`src/rtl/decode_pipe_if.sv`:
```
// Fetch-side and execute-side handshake bundle for decode_pipe.
interface decode_pipe_if #(
    parameter int unsigned PC_WIDTH = 32
) ();
    logic                in_valid;
    logic                in_ready;
    logic [PC_WIDTH-1:0] in_pc;
    logic [31:0]         in_instr;

    logic                out_valid;
    logic                out_ready;
    logic [PC_WIDTH-1:0] out_pc;
    logic [31:0]         out_instr;
    logic                out_reg_write;
    logic [4:0]          out_wsel;
    logic [1:0]          out_alu_op;
    logic                out_alu_src;
    logic                out_mem_read;
    logic                out_mem_write;
    logic                out_mem_sign;
    logic [1:0]          out_mem_width;
    logic                out_exc;
    logic [4:0]          out_exc_code;
    logic                out_eret;

    // Environment view: drives fetch side, consumes decoded entries.
    modport master (
        output in_valid, in_pc, in_instr, out_ready,
        input  in_ready, out_valid, out_pc, out_instr, out_reg_write, out_wsel,
               out_alu_op, out_alu_src, out_mem_read, out_mem_write, out_mem_sign,
               out_mem_width, out_exc, out_exc_code, out_eret
    );

    // Decoder view.
    modport slave (
        input  in_valid, in_pc, in_instr, out_ready,
        output in_ready, out_valid, out_pc, out_instr, out_reg_write, out_wsel,
               out_alu_op, out_alu_src, out_mem_read, out_mem_write, out_mem_sign,
               out_mem_width, out_exc, out_exc_code, out_eret
    );
endinterface

```
`src/rtl/decode_pipe.sv`:
```
// Registered Minisys-1A decoder with a decoded-entry FIFO between fetch and execute.
// Optional load-use interlock enabled by defining DECODE_LOADUSE_INTERLOCK_EN.
module decode_pipe #(
    parameter int unsigned PC_WIDTH    = 32,
    parameter int unsigned DEPTH       = 4,
    parameter int unsigned STALL_CNT_W = 16
) (
    input  logic                   clock,
    input  logic                   reset,
    input  logic                   flush,
    decode_pipe_if.slave           bus,
    output logic [STALL_CNT_W-1:0] stall_count
);
    localparam int unsigned PTR_W = $clog2(DEPTH);
    localparam int unsigned CNT_W = $clog2(DEPTH + 1);

    typedef struct packed {
        logic [PC_WIDTH-1:0] pc;
        logic [31:0]         instr;
        logic                reg_write;
        logic [4:0]          wsel;
        logic [1:0]          alu_op;
        logic                alu_src;
        logic                mem_read;
        logic                mem_write;
        logic                mem_sign;
        logic [1:0]          mem_width;
        logic                exc;
        logic [4:0]          exc_code;
        logic                eret;
    } entry_t;

    logic [5:0] w_op;
    logic [4:0] w_rs;
    logic [4:0] w_rt;
    logic [4:0] w_rd;
    logic [5:0] w_funct;
    logic       w_rfmt;
    logic       w_ialu;
    logic       w_load;
    logic       w_store;
    logic       w_branch;
    logic       w_legal;
    entry_t     w_dec;

    assign w_op    = bus.in_instr[31:26];
    assign w_rs    = bus.in_instr[25:21];
    assign w_rt    = bus.in_instr[20:16];
    assign w_rd    = bus.in_instr[15:11];
    assign w_funct = bus.in_instr[5:0];
    assign w_rfmt  = (w_op == 6'h00);
    assign w_ialu  = (w_op[5:3] == 3'b001);
    assign w_load  = (w_op == 6'h20) || (w_op == 6'h21) || (w_op == 6'h23) ||
                     (w_op == 6'h24) || (w_op == 6'h25);
    assign w_store = (w_op == 6'h28) || (w_op == 6'h29) || (w_op == 6'h2B);

    // Combinational decode of the offered instruction into a FIFO entry.
    always_comb begin
        w_dec       = '0;
        w_legal     = 1'b0;
        w_branch    = 1'b0;
        w_dec.pc    = bus.in_pc;
        w_dec.instr = bus.in_instr;
        case (w_op)
            6'h00: begin
                case (w_funct)
                    6'h00, 6'h02, 6'h03, 6'h04, 6'h06, 6'h07, 6'h09, 6'h10, 6'h12,
                    6'h20, 6'h21, 6'h22, 6'h23, 6'h24, 6'h25, 6'h26, 6'h27,
                    6'h2A, 6'h2B: begin
                        w_legal         = 1'b1;
                        w_dec.reg_write = 1'b1;
                        w_dec.wsel      = w_rd;
                    end
                    6'h08, 6'h11, 6'h13, 6'h18, 6'h19, 6'h1A, 6'h1B: w_legal = 1'b1;
                    6'h0C: begin
                        w_legal        = 1'b1;
                        w_dec.exc      = 1'b1;
                        w_dec.exc_code = 5'd8;
                    end
                    6'h0D: begin
                        w_legal        = 1'b1;
                        w_dec.exc      = 1'b1;
                        w_dec.exc_code = 5'd9;
                    end
                    default: w_legal = 1'b0;
                endcase
            end
            6'h01: begin
                if ((w_rt == 5'h00) || (w_rt == 5'h01)) begin
                    w_legal  = 1'b1;
                    w_branch = 1'b1;
                end else if ((w_rt == 5'h10) || (w_rt == 5'h11)) begin
                    w_legal         = 1'b1;
                    w_branch        = 1'b1;
                    w_dec.reg_write = 1'b1;
                    w_dec.wsel      = 5'd31;
                end
            end
            6'h02: w_legal = 1'b1;
            6'h03: begin
                w_legal         = 1'b1;
                w_dec.reg_write = 1'b1;
                w_dec.wsel      = 5'd31;
            end
            6'h04, 6'h05, 6'h06, 6'h07: begin
                w_legal  = 1'b1;
                w_branch = 1'b1;
            end
            6'h08, 6'h09, 6'h0A, 6'h0B, 6'h0C, 6'h0D, 6'h0E, 6'h0F,
            6'h20, 6'h21, 6'h23, 6'h24, 6'h25: begin
                w_legal         = 1'b1;
                w_dec.reg_write = 1'b1;
                w_dec.wsel      = w_rt;
            end
            6'h28, 6'h29, 6'h2B: w_legal = 1'b1;
            6'h10: begin
                if (bus.in_instr == 32'h4200_0018) begin
                    w_legal    = 1'b1;
                    w_dec.eret = 1'b1;
                end else if (w_rs == 5'h00) begin
                    w_legal         = 1'b1;
                    w_dec.reg_write = 1'b1;
                    w_dec.wsel      = w_rt;
                end else if (w_rs == 5'h04) begin
                    w_legal = 1'b1;
                end
            end
            default: w_legal = 1'b0;
        endcase

        if (w_legal) begin
            w_dec.alu_op    = {w_rfmt | w_ialu, w_branch};
            w_dec.alu_src   = w_ialu | w_load | w_store;
            w_dec.mem_read  = w_load;
            w_dec.mem_write = w_store;
            w_dec.mem_sign  = w_op[2];
            w_dec.mem_width = w_op[1:0];
        end else begin
            // Reserved encodings carry only the exception, never side effects.
            w_dec.reg_write = 1'b0;
            w_dec.wsel      = 5'd0;
            w_dec.eret      = 1'b0;
            w_dec.exc       = 1'b1;
            w_dec.exc_code  = 5'd10;
        end
    end

    entry_t           r_mem [DEPTH];
    logic [PTR_W-1:0] r_wptr;
    logic [PTR_W-1:0] r_rptr;
    logic [CNT_W-1:0] r_count;
    logic             w_out_valid;
    logic             w_pop_raw;
    logic             w_push;
    logic             w_pop;
    logic             w_in_ready;
    logic             w_hazard;
    entry_t           w_head;

`ifdef DECODE_LOADUSE_INTERLOCK_EN
    logic                   r_rec_valid;
    logic [4:0]             r_rec_reg;
    logic [STALL_CNT_W-1:0] r_stall_cnt;
    logic                   w_reads_rs;
    logic                   w_reads_rt;

    assign w_reads_rs = !((w_op == 6'h02) || (w_op == 6'h03) || (w_op == 6'h0F) ||
                          (w_op == 6'h10) ||
                          (w_rfmt && ((w_funct == 6'h00) || (w_funct == 6'h02) ||
                                      (w_funct == 6'h03) || (w_funct == 6'h10) ||
                                      (w_funct == 6'h12) || (w_funct == 6'h0C) ||
                                      (w_funct == 6'h0D))));
    assign w_reads_rt = w_rfmt || (w_op == 6'h04) || (w_op == 6'h05) || w_store ||
                        ((w_op == 6'h10) && (w_rs == 5'h04));
    assign w_hazard   = r_rec_valid && bus.in_valid &&
                        ((w_reads_rs && (w_rs == r_rec_reg)) ||
                         (w_reads_rt && (w_rt == r_rec_reg)));

    // Load-use record: one-shot, consumed by the next accept or by the stall itself.
    always_ff @(posedge clock) begin
        if (reset) begin
            r_rec_valid <= 1'b0;
            r_rec_reg   <= 5'd0;
        end else if (flush || w_hazard) begin
            r_rec_valid <= 1'b0;
        end else if (w_push) begin
            r_rec_valid <= w_dec.mem_read && (w_rt != 5'd0);
            r_rec_reg   <= w_rt;
        end
    end

    always_ff @(posedge clock) begin
        if (reset) begin
            r_stall_cnt <= '0;
        end else if (w_hazard && (r_stall_cnt != '1)) begin
            r_stall_cnt <= r_stall_cnt + STALL_CNT_W'(1);
        end
    end

    assign stall_count = r_stall_cnt;
`else
    assign w_hazard    = 1'b0;
    assign stall_count = '0;
`endif

    assign w_out_valid = (r_count != '0);
    assign w_pop_raw   = w_out_valid && bus.out_ready;
    assign w_in_ready  = ((r_count < CNT_W'(DEPTH)) || w_pop_raw) && !flush && !reset && !w_hazard;
    assign w_push      = bus.in_valid && w_in_ready;
    assign w_pop       = w_pop_raw && !flush;

    // FIFO pointers and occupancy; flush discards everything including same-cycle traffic.
    always_ff @(posedge clock) begin
        if (reset || flush) begin
            r_wptr  <= '0;
            r_rptr  <= '0;
            r_count <= '0;
        end else begin
            if (w_push) begin
                r_wptr <= r_wptr + PTR_W'(1);
            end
            if (w_pop) begin
                r_rptr <= r_rptr + PTR_W'(1);
            end
            case ({w_push, w_pop})
                2'b10:   r_count <= r_count + CNT_W'(1);
                2'b01:   r_count <= r_count - CNT_W'(1);
                default: r_count <= r_count;
            endcase
        end
    end

    always_ff @(posedge clock) begin
        if (w_push) begin
            r_mem[r_wptr] <= w_dec;
        end
    end

    // Head entry is forced to zero whenever nothing valid is buffered.
    assign w_head = w_out_valid ? r_mem[r_rptr] : '0;

    assign bus.in_ready      = w_in_ready;
    assign bus.out_valid     = w_out_valid;
    assign bus.out_pc        = w_head.pc;
    assign bus.out_instr     = w_head.instr;
    assign bus.out_reg_write = w_head.reg_write;
    assign bus.out_wsel      = w_head.wsel;
    assign bus.out_alu_op    = w_head.alu_op;
    assign bus.out_alu_src   = w_head.alu_src;
    assign bus.out_mem_read  = w_head.mem_read;
    assign bus.out_mem_write = w_head.mem_write;
    assign bus.out_mem_sign  = w_head.mem_sign;
    assign bus.out_mem_width = w_head.mem_width;
    assign bus.out_exc       = w_head.exc;
    assign bus.out_exc_code  = w_head.exc_code;
    assign bus.out_eret      = w_head.eret;
endmodule

```
`src/flat_wrapper.sv`:
```
// flat-port wrapper written by rule: the top's interface ports become plain ports
module decode_pipe_flat 
#(
    parameter int unsigned PC_WIDTH    = 32,
    parameter int unsigned DEPTH       = 4,
    parameter int unsigned STALL_CNT_W = 16
)
  (clock, reset, flush, stall_count, bus_in_valid, bus_in_pc, bus_in_instr, bus_out_ready, bus_in_ready, bus_out_valid, bus_out_pc, bus_out_instr, bus_out_reg_write, bus_out_wsel, bus_out_alu_op, bus_out_alu_src, bus_out_mem_read, bus_out_mem_write, bus_out_mem_sign, bus_out_mem_width, bus_out_exc, bus_out_exc_code, bus_out_eret);
  decode_pipe_if #(.PC_WIDTH(PC_WIDTH)) bus_i ();
  input  logic clock;
  input  logic reset;
  input  logic flush;
  output logic [STALL_CNT_W-1:0] stall_count;
  input wire logic [$bits(bus_i.in_valid)-1:0] bus_in_valid;
  input wire logic [$bits(bus_i.in_pc)-1:0] bus_in_pc;
  input wire logic [$bits(bus_i.in_instr)-1:0] bus_in_instr;
  input wire logic [$bits(bus_i.out_ready)-1:0] bus_out_ready;
  output wire logic [$bits(bus_i.in_ready)-1:0] bus_in_ready;
  output wire logic [$bits(bus_i.out_valid)-1:0] bus_out_valid;
  output wire logic [$bits(bus_i.out_pc)-1:0] bus_out_pc;
  output wire logic [$bits(bus_i.out_instr)-1:0] bus_out_instr;
  output wire logic [$bits(bus_i.out_reg_write)-1:0] bus_out_reg_write;
  output wire logic [$bits(bus_i.out_wsel)-1:0] bus_out_wsel;
  output wire logic [$bits(bus_i.out_alu_op)-1:0] bus_out_alu_op;
  output wire logic [$bits(bus_i.out_alu_src)-1:0] bus_out_alu_src;
  output wire logic [$bits(bus_i.out_mem_read)-1:0] bus_out_mem_read;
  output wire logic [$bits(bus_i.out_mem_write)-1:0] bus_out_mem_write;
  output wire logic [$bits(bus_i.out_mem_sign)-1:0] bus_out_mem_sign;
  output wire logic [$bits(bus_i.out_mem_width)-1:0] bus_out_mem_width;
  output wire logic [$bits(bus_i.out_exc)-1:0] bus_out_exc;
  output wire logic [$bits(bus_i.out_exc_code)-1:0] bus_out_exc_code;
  output wire logic [$bits(bus_i.out_eret)-1:0] bus_out_eret;
  assign bus_i.in_valid = bus_in_valid;
  assign bus_i.in_pc = bus_in_pc;
  assign bus_i.in_instr = bus_in_instr;
  assign bus_i.out_ready = bus_out_ready;
  assign bus_in_ready = bus_i.in_ready;
  assign bus_out_valid = bus_i.out_valid;
  assign bus_out_pc = bus_i.out_pc;
  assign bus_out_instr = bus_i.out_instr;
  assign bus_out_reg_write = bus_i.out_reg_write;
  assign bus_out_wsel = bus_i.out_wsel;
  assign bus_out_alu_op = bus_i.out_alu_op;
  assign bus_out_alu_src = bus_i.out_alu_src;
  assign bus_out_mem_read = bus_i.out_mem_read;
  assign bus_out_mem_write = bus_i.out_mem_write;
  assign bus_out_mem_sign = bus_i.out_mem_sign;
  assign bus_out_mem_width = bus_i.out_mem_width;
  assign bus_out_exc = bus_i.out_exc;
  assign bus_out_exc_code = bus_i.out_exc_code;
  assign bus_out_eret = bus_i.out_eret;
  decode_pipe #(.PC_WIDTH(PC_WIDTH), .DEPTH(DEPTH), .STALL_CNT_W(STALL_CNT_W)) u_core (.clock(clock), .reset(reset), .flush(flush), .bus(bus_i), .stall_count(stall_count));
endmodule
```
`config.mk`:
```
export PLATFORM = sky130hd
export DESIGN_NAME = decode_pipe_flat
export DESIGN_NICKNAME = d
export VERILOG_FILES = /design/src/rtl/decode_pipe_if.sv /design/src/rtl/decode_pipe.sv /design/src/flat_wrapper.sv
export SDC_FILE = /design/constraint.sdc
export NUM_CORES = 1
export LEC_CHECK = 0
export ABC_AREA = 1
export CAP_MARGIN = 20
export CORE_ASPECT_RATIO = 0.7
export CORE_MARGIN = 5
export CORE_UTILIZATION = 55
export DETAILED_ROUTE_END_ITERATION = 12
export GPL_ROUTABILITY_DRIVEN = 0
export PLACE_DENSITY_LB_ADDON = 0.08
export SLEW_MARGIN = 20
export SYNTH_ARGS = -nofsm -noshare
export SYNTH_HDL_FRONTEND = slang
export SYNTH_SLANG_ARGS = --single-unit
```
`constraint.sdc`:
```
create_clock -name clock -period 6.7 [get_ports clock]
set_clock_uncertainty 0.05 [all_clocks]
set_input_delay 2.01 -clock clock [delete_from_list [all_inputs] [get_ports clock]]
set_output_delay 2.01 -clock clock [all_outputs]
set_load 0.01 [all_outputs]
```
==> flow_summary.yaml, run 1 <==
worst_setup_path:
  required_ns: 4.64
  crit_path_start: "bus_out_ready"
  r2r-start: "u_core.r_count[2]"
  crit_fanout: 2
  reg2reg_slack_ns: 4.04
  crit_path_end_kind: "output port"
  r2r_cells: 6
  crit_path_start_kind: "input port"
  cp_data_arrival_time_ns: 3.31
  criticalPathCategory: "input port to output port"
drt:
  drc: 0
  wl_per_cell_um: 18.5
  viasPerCell: 5.40
  drtIter0Drc: 696
  vias: 9167
  ant_nets: 0
  totalWireLength_um: 31400
  firstDrtPassIters: 5
logic_synthesis:
  synth_top_area_share_pct: 70.9
  yosys_most_used_dff: "edfxtp_1"
  avgSynthCellArea_um2: 11.5
  synth.distinct_cells: 27
  syn_area_mm2: 0.0139
  ys_seq_area_share_pct: 72.2
  async_flop_share_pct: 0
  ys_warn_count: 0
  synth_top_area_cell: "edfxtp_1"
  synth_common_cells: "nor2_1 (362), edfxtp_1 (328), o21ai_0 (177), a21oi_1 (98), nand2_1 (52)"
  synth_area_leaders: "edfxtp_1 (71%), nor2_1 (9.8%), o21ai_0 (6.4%)"
  synth_edf_count: 328
  synth_cells: 1208
  ys_ff_latch: 337
  yosysMostFrequentCell: "nor2_1"
layout:
  multi_input_area_mm2: 0.00336
  fin_nets: 1419
  nFillCells: 1836
  fin_util_pct: 67.8
  regArea_mm2: 0.0100
  syn_to_final_growth_pct: 20.7
  drive_above_1_share_pct: 5.69
  design_area_mm2: 0.0168
placement:
  place_area_mm2: 0.0157
  hpwl_um: 17400
  port_buffers: 153
floorplanning:
  pin_count: 172
  start_util_pct: 56.2
  core.rowCount: 48
  die_width_um: 200
  die-area_mm2: 0.0286
  die_h_um: 143
  coreArea_mm2: 0.0247
power_and_ir_drop:
  peakVddDrop_v: 0.000165
  power.density_mw_per_mm2: 261
  p_leak_nw: 5.81
clock_tree:
  post_cts_buffers: 0
  clk_pin_slew_worst_paths_ns: 0.06
  cts_root_buffer: "clkbuf_16"
  cts_resized: 0
  hold_buffers: 0
  htreeDepth: 2
  cts_tree: "built"
  cts_made_buffers: 34
  clkLatencyLatePin_ns: 0.50
  cts_num_sinks: 337
  cts_buffer_depth: 3
sta:
  tightest_slew_ns: 1.08
  rsz0062_at_grt: "no"
  final-setup-viol-count: 0
  finalCritPeriodShare_pct: 80.1
  period_minus_slack_ns: 5.37
  setup_tns_ns: 0
  max_freq_ghz: 0.186
  maxSlewViolCount: 0
  hold_viol: 0
  relSlewSlack_pct: 27.8
min_path:
  min_path_cells: 2
  min-delay-start: "u_core.r_rptr[1]"
  hold_class: "flip-flop to flip-flop"
global_routing:
  first_global_vias: 8909
  grt_pass1_wl_um: 48700
  overflow: 0
  track_usage_pct: 21.8
  grt_max_degree: 106
  antenna_found_initial: 1
run:
  cap_violations: 0
run_status:
  status: "complete, no violations"
==> state kept, by name (all words and copies together) (netlist names), named ones only <==
name / cells
u_core.r_mem: 328
u_core.r_rptr: 2
u_core.r_count: 3
u_core.r_wptr: 2
==> path summary, 6_finish.rpt <==
path,end
worst max-delay path,bus_in_ready
worst min-delay path,flip-flop
worst max register to register,u_core.r_mem[3][74]
worst min register to register,flip-flop
==> cell families (layout without fill, tap and decap cells) <==
kind of cell	Yosys count	after routing	share of synthesized area, %
simple gates	445	445	12.5
flops	337	337	72.2
compound gates	285	285	10.3
buf+inv	134	279	4.35
fa+ha+maj	6	6	0.594
other cells	1	20	0.0270
==> cell usage in the layout (no fill, tap or decap), drive strengths merged <==
cell type,instances
clkdlybuf4s50,153
o21ai,185
o32ai,1
bufinv,2
nand4,3
fa,1
nor3,2
buf,12
diode,2
nand3,18
ha,5
conb,18
dfxtp,9
a21oi,99
nand2,54
inv,51
edfxtp,328
clkinv,18
clkbuf,43
nor2,368
==> metal layers <==
layer  up-vias  wire [um]  GRT usage, %
li1       4432          -             -
met1      4428      14000          31.2
met2       257      14800          35.0
met3        50       1970          3.87
met4         0        649          5.86
met5         -          0             0
==> critical path, cell delays in order <==
cell	delay (ns)
clkdlybuf4s50_1	0.49
nor2_1	0.05
nor3_1	0.18
clkdlybuf4s50_1	0.58
==> metrics by stage <==
stage               total power (W)  instances  setup slack [ns]  hold slack (ns)
floorplan                   0.00248       1225            0.0352            0.386
global placement            0.00260       1633              1.34            0.400
detailed placement          0.00260       1633              1.33            0.397
CTS                         0.00442       1695              1.33            0.416
global route                0.00452       1696              1.26            0.444
finish                      0.00438       1697              1.33            0.414
==> cell type report <==
class                   count  area share (%)
diodes                      2          0.0298
clock buffers              43            5.65
multi-input cells         754            20.0
repair buffers            165            10.1
well taps                 325            2.42
inverters                  52            1.19
flip-flops and latches    337            59.8
clock inverters            19           0.783
==> power by group <==
part	switching [W]	internal, W	total [W]	leakage [nW]
Combinational	0.000130	0.0000898	0.000220	2.22
Sequential	0.00000578	0.00233	0.00234	3.05
Clock	0.000746	0.00108	0.00182	0.532
Total	0.000881	0.00350	0.00438	5.81
No activity file was read; power rests on OpenSTA's default activity.
==> run 2, diff against run 1 <==
CORE_UTILIZATION = 50   (was 55)
clock period = 4.9 ns   (was 6.7 ns; I/O delays follow)
==> run 2 against run 1 <==
Net effect:
- global-route usage down 1.8 points
- register-to-register slack worse by 1.5 ns
- die area rose by 9.4%
- routed wire length is 1.9% higher
- sequential share of layout area down 0.85 points
- total power grew 38%
- clock-buffer cell count is 2 higher
- cell count increased by 3.2%
- hold slack worse by 0.011 ns
- final area rose by 1.4%
- worst setup slack lost 0.95 ns
- clock power is 39% higher
- highest routed layer unchanged
==> flow_summary.yaml, run 2 (synthesized netlist as in run 1, its figures left out) <==
sta:
  max_freq_ghz: 0.221
  rsz0062_at_grt: "no"
  maxSlewViolCount: 0
  relSlewSlack_pct: 33.4
  period_minus_slack_ns: 4.52
  hold_viol: 0
  fin_ws_ns: 0.384
  tightest_slew_ns: 1.00
  finalCritPeriodShare_pct: 92.2
  final-setup-viol-count: 0
worst_setup_path:
  crit_fanout: 81
  required_ns: 3.38
  worstPathCellList: "buf_4, nor2_1, nor2_1, o21ai_0, a21oi_1, clkdlybuf4s50_1"
  crit_path_end_kind: "output port"
  crit_path_start_kind: "flip-flop"
  cp_common_cell: "nor2_1"
  criticalPathCategory: "flip-flop to output port"
  cp_data_arrival_time_ns: 3.00
  max_stage_delay_ns: 0.97
  slowest_stage: "dfxtp_4"
min_path:
  hold_class: "flip-flop to flip-flop"
placement:
  post-place-ws_ns: 0.628
  place_inst: 1691
  hpwl_um: 18600
  place_area_mm2: 0.0159
  port_buffers: 153
layout:
  syn_to_final_growth_pct: 22.5
  layout.cells.non_filler: 1752
  regMostFlops: "u_core.r_mem"
  antenna_cells: 0
  fin_nets: 1432
  final_common_cell: "nor2_1"
  reg.largest.list: "u_core.r_mem (328), u_core.r_count (3)"
  largest_reg_flops: 328
  layout_common_cells: "nor2_1 (358), edfxtp_1 (328), o21ai_0 (177)"
  drive_above_1_share_pct: 6.66
  fin_util_pct: 61.6
  nFillCells: 2168
  design_area_mm2: 0.0170
global_routing:
  grt_pass1_wl_um: 49500
  antenna_found_initial: 0
  overflow: 0
  first_global_vias: 8862
  grt_max_degree: 82
  track_usage_pct: 20.0
drt:
  firstDrtPassIters: 5
  drc: 0
  totalWireLength_um: 32000
  wl_per_cell_um: 18.3
  viasPerCell: 5.25
  ant_nets: 0
  vias: 9190
  drtIter0Drc: 523
clock_tree:
  cts_resized: 0
  cts_tree: "built"
  cts_made_buffers: 35
  hold_buffers: 0
  cts_buffer_depth: 3
  clkLatencyLatePin_ns: 0.50
  cts_root_buffer: "clkbuf_16"
  cts_num_sinks: 337
  htreeDepth: 2
  clk_pin_slew_worst_paths_ns: 0.06
  post_cts_buffers: 0
floorplanning:
  core.rowCount: 51
  die_width_um: 209
  die-area_mm2: 0.0313
  coreArea_mm2: 0.0276
  die_h_um: 149
  pin_count: 172
  start_util_pct: 50.3
run_status:
  status: "complete, no violations"
power_and_ir_drop:
  power.density_mw_per_mm2: 355
  p_leak_nw: 5.90
  peakVddDrop_v: 0.000205
run:
  cap_violations: 0
[run 2: cell count changes in the layout (fill, tap and decap cells not counted), sizes merged]
cell	before	now
buf	12	24
clkbuf	43	45
clkinv	18	15
diode	2	0
[run 2: power breakdown]
group / internal (W) / switching, W / total [W]
registers: 0.00319 / 0.00000802 / 0.00320
logic: 0.000129 / 0.000178 / 0.000307
clock network: 0.00150 / 0.00103 / 0.00253
total: 0.00482 / 0.00121 / 0.00604
[run 2: layout make-up]
cell class / instances / area, um2 / area share (%)
clock buffers: 45 / 976 / 5.73
repair buffers: 177 / 1860 / 10.9
clock inverters: 16 / 120 / 0.706
flip-flops and latches: 337 / 10000 / 59.0
inverters: 52 / 199 / 1.17
multi-input cells: 754 / 3360 / 19.7
well taps: 371 / 464 / 2.73
[run 2: routing by layer]
metal | vias up | GRT usage (%) | part of all wire, %
met5 | - | 0 | 0
met4 | 0 | 4.34 | 1.4
met3 | 42 | 3.37 | 5.7
met2 | 233 | 33.9 | 48
met1 | 4448 | 27.8 | 45
li1 | 4467 | - | -
[run 2: final timing paths]
kind                                         from                  to  slack [ns]  cells past startpoint
worst max-delay path                    flip-flop      bus_out_pc[10]        0.38                      6
worst min-delay path             u_core.r_rptr[1]           flip-flop        0.40                      2
worst max register to register  u_core.r_count[2]  u_core.r_mem[0][2]        2.57                      6
worst min register to register   u_core.r_rptr[1]           flip-flop        0.40                      2
[run 2: worst max-delay path, delay by kind of cell, from the launching register on]
| family | cells | cell delay (ns) |
|---|---|---|
| DFF | 1 | 0.97 |
| and+or+nand+nor | 2 | 0.16 |
| buffers and inverters | 2 | 0.99 |
| AOI/OAI and AO/OA | 2 | 0.30 |
[run 2: through the flow]
stage | setup TNS [ns] | power [W] | hold WS [ns]
CTS | 0 | 0.00609 | 0.408
global route | 0 | 0.00624 | 0.436
finish | 0 | 0.00604 | 0.403
floorplan | -401.73 | 0.00340 | 0.386
global placement | 0 | 0.00356 | 0.389
detailed placement | 0 | 0.00357 | 0.398
==> run 3, diff against run 2 <==
CELL_PAD_IN_SITES_DETAIL_PLACEMENT = 1   (was unset)
CELL_PAD_IN_SITES_GLOBAL_PLACEMENT = 1   (was unset)
CORE_UTILIZATION = 40   (was 50)
==> run 3 against run 2 <==
Net effect:
- non-clock buffer count is 2 lower
- cell count is 5.8% higher
- routed wire length is 14% higher
- register-to-register slack worse by 0.16 ns
- worst setup slack worse by 0.015 ns
- global-route usage is 1.3 points lower
- sequential share of layout area is 0.11 points lower
- core utilization is 12 points lower
- clock-buffer cell count is 3 higher
- die area is 23% higher
- critical path depth stayed put
- largest cell class unchanged
- highest routed layer unchanged
==> flow_summary.yaml, run 3 (synthesized netlist as in run 1, its figures left out) <==
clock_tree:
  clk_pin_slew_worst_paths_ns: 0.06
  cts_resized: 0
  hold_buffers: 0
  cts_tree: "built"
  htreeDepth: 2
  clkLatencyLatePin_ns: 0.51
  cts_made_buffers: 37
  cts_buffer_depth: 3
  post_cts_buffers: 0
  cts_num_sinks: 337
  cts_root_buffer: "clkbuf_16"
layout:
  reg.largest.list: "u_core.r_mem (328), u_core.r_count (3)"
  drive_above_1_share_pct: 6.37
  antenna_cells: 0
  regMostFlops: "u_core.r_mem"
  design_area_mm2: 0.0171
  largest_reg_flops: 328
  syn_to_final_growth_pct: 22.7
  layout_common_cells: "nor2_1 (358), edfxtp_1 (328), o21ai_0 (177)"
  final_common_cell: "nor2_1"
  fin_nets: 1432
floorplanning:
  core.rowCount: 57
  die_h_um: 166
  die-area_mm2: 0.0386
  pin_count: 172
  die_width_um: 233
  coreArea_mm2: 0.0345
  start_util_pct: 40.3
sta:
  relSlewSlack_pct: 42.3
  finalCritPeriodShare_pct: 92.5
  maxSlewViolCount: 0
  hold_viol: 0
  period_minus_slack_ns: 4.53
  rsz0062_at_grt: "no"
  tightest_slew_ns: 0.865
  timing.hold.ws_ns: 0.411
  final-setup-viol-count: 0
  max_freq_ghz: 0.221
  fin_ws_ns: 0.369
placement:
  hpwl_um: 21600
  place_area_mm2: 0.0160
  port_buffers: 153
  post-place-ws_ns: 0.598
worst_setup_path:
  required_ns: 3.38
  crit_path_end_kind: "output port"
  cpLargestDelayFamily: "buffers and inverters"
  slowest_stage: "clkdlybuf4s50_1"
  path_buf_inv: 3
  reg2reg_slack_ns: 2.41
  worstPathCellList: "clkinv_2, buf_4, nor2_1, o21ai_0, a21oi_1, clkdlybuf4s50_1"
  r2r_cells: 12
  criticalPathCategory: "flip-flop to output port"
  path_depth: 6
  crit_fanout: 42
  crit_path_start_kind: "flip-flop"
  cp_data_arrival_time_ns: 3.01
  max_stage_delay_ns: 0.59
global_routing:
  overflow: 0
  first_global_vias: 9845
  grt_max_degree: 94
  antenna_found_initial: 0
  grt_pass1_wl_um: 57000
  track_usage_pct: 18.8
drt:
  drc: 0
  wl_per_cell_um: 19.7
  drtIter0Drc: 498
  vias: 9264
  viasPerCell: 5.00
  totalWireLength_um: 36600
  ant_nets: 0
  firstDrtPassIters: 5
run_status:
  status: "complete, no violations"
power_and_ir_drop:
  power.density_mw_per_mm2: 350
  p_leak_nw: 5.84
  peakVddDrop_v: 0.000220
run:
  cap_violations: 0
min_path:
  min_path_cells: 2
  hold_class: "flip-flop to flip-flop"
-- run 3: cell count changes in the layout (fill, tap and decap cells not counted) --
cell        previous run  this run
bufinv_16              2         0
clkbuf_1               6        11
clkbuf_8               2         0
buf_12                12        10
clkinvlp_4             0         2
-- run 3: final timing paths --
kind / to / startpoint
max: bus_out_instr[11] / flip-flop
min reg2reg: flip-flop / u_core.r_rptr[1]
max reg2reg: u_core.r_count[2] / u_core.r_count[0]
min: flip-flop / u_core.r_rptr[1]
-- run 3: worst reg2reg max path: stages, from the launching register on --
cell     delay, ns
dfxtp_1       0.36
nor3_2        0.06
buf_4         0.29
inv_1         0.13
nand2_1       0.06
nor2_1        0.28
ha_1          0.21
inv_1         0.07
fa_1          0.38
a21oi_1       0.15
o21ai_0       0.11
o21ai_0       0.16
a21oi_1       0.06
-- run 3: routing by layer --
layer / wire length, um / global-route usage (%)
met5: 0 / 0
met4: 497 / 3.70
met3: 1520 / 3.23
met2: 17600 / 31.3
met1: 16900 / 26.2
-- run 3: layout make-up --
cell class | count | area (um2)
clock buffer | 48 | 967
fill | 3664 | 17500
tap | 472 | 591
timing repair buffer | 175 | 1820
clock inverter | 16 | 75.1
sequential | 337 | 10000
multi-input combinational | 754 | 3360
inverter | 52 | 199
-- run 3: stage by stage --
step                      power, W  setup TNS, ns  std cells  util, %
after floorplan            0.00340        -401.73       1225        -
final                      0.00597              0       1854     49.4
after global routing       0.00621              0       1854     49.4
after global placement     0.00357              0       1790     46.4
after detailed placement   0.00357              0       1790     46.4
after CTS                  0.00605              0       1854     49.4
-- run 3: power by group --
part | switching [W] | internal [W] | total [W] | leakage, nW
Sequential | 0.00000671 | 0.00319 | 0.00320 | 3.05
Combinational | 0.000185 | 0.000125 | 0.000310 | 2.28
Clock | 0.00108 | 0.00139 | 0.00246 | 0.505
Total | 0.00127 | 0.00470 | 0.00597 | 5.84
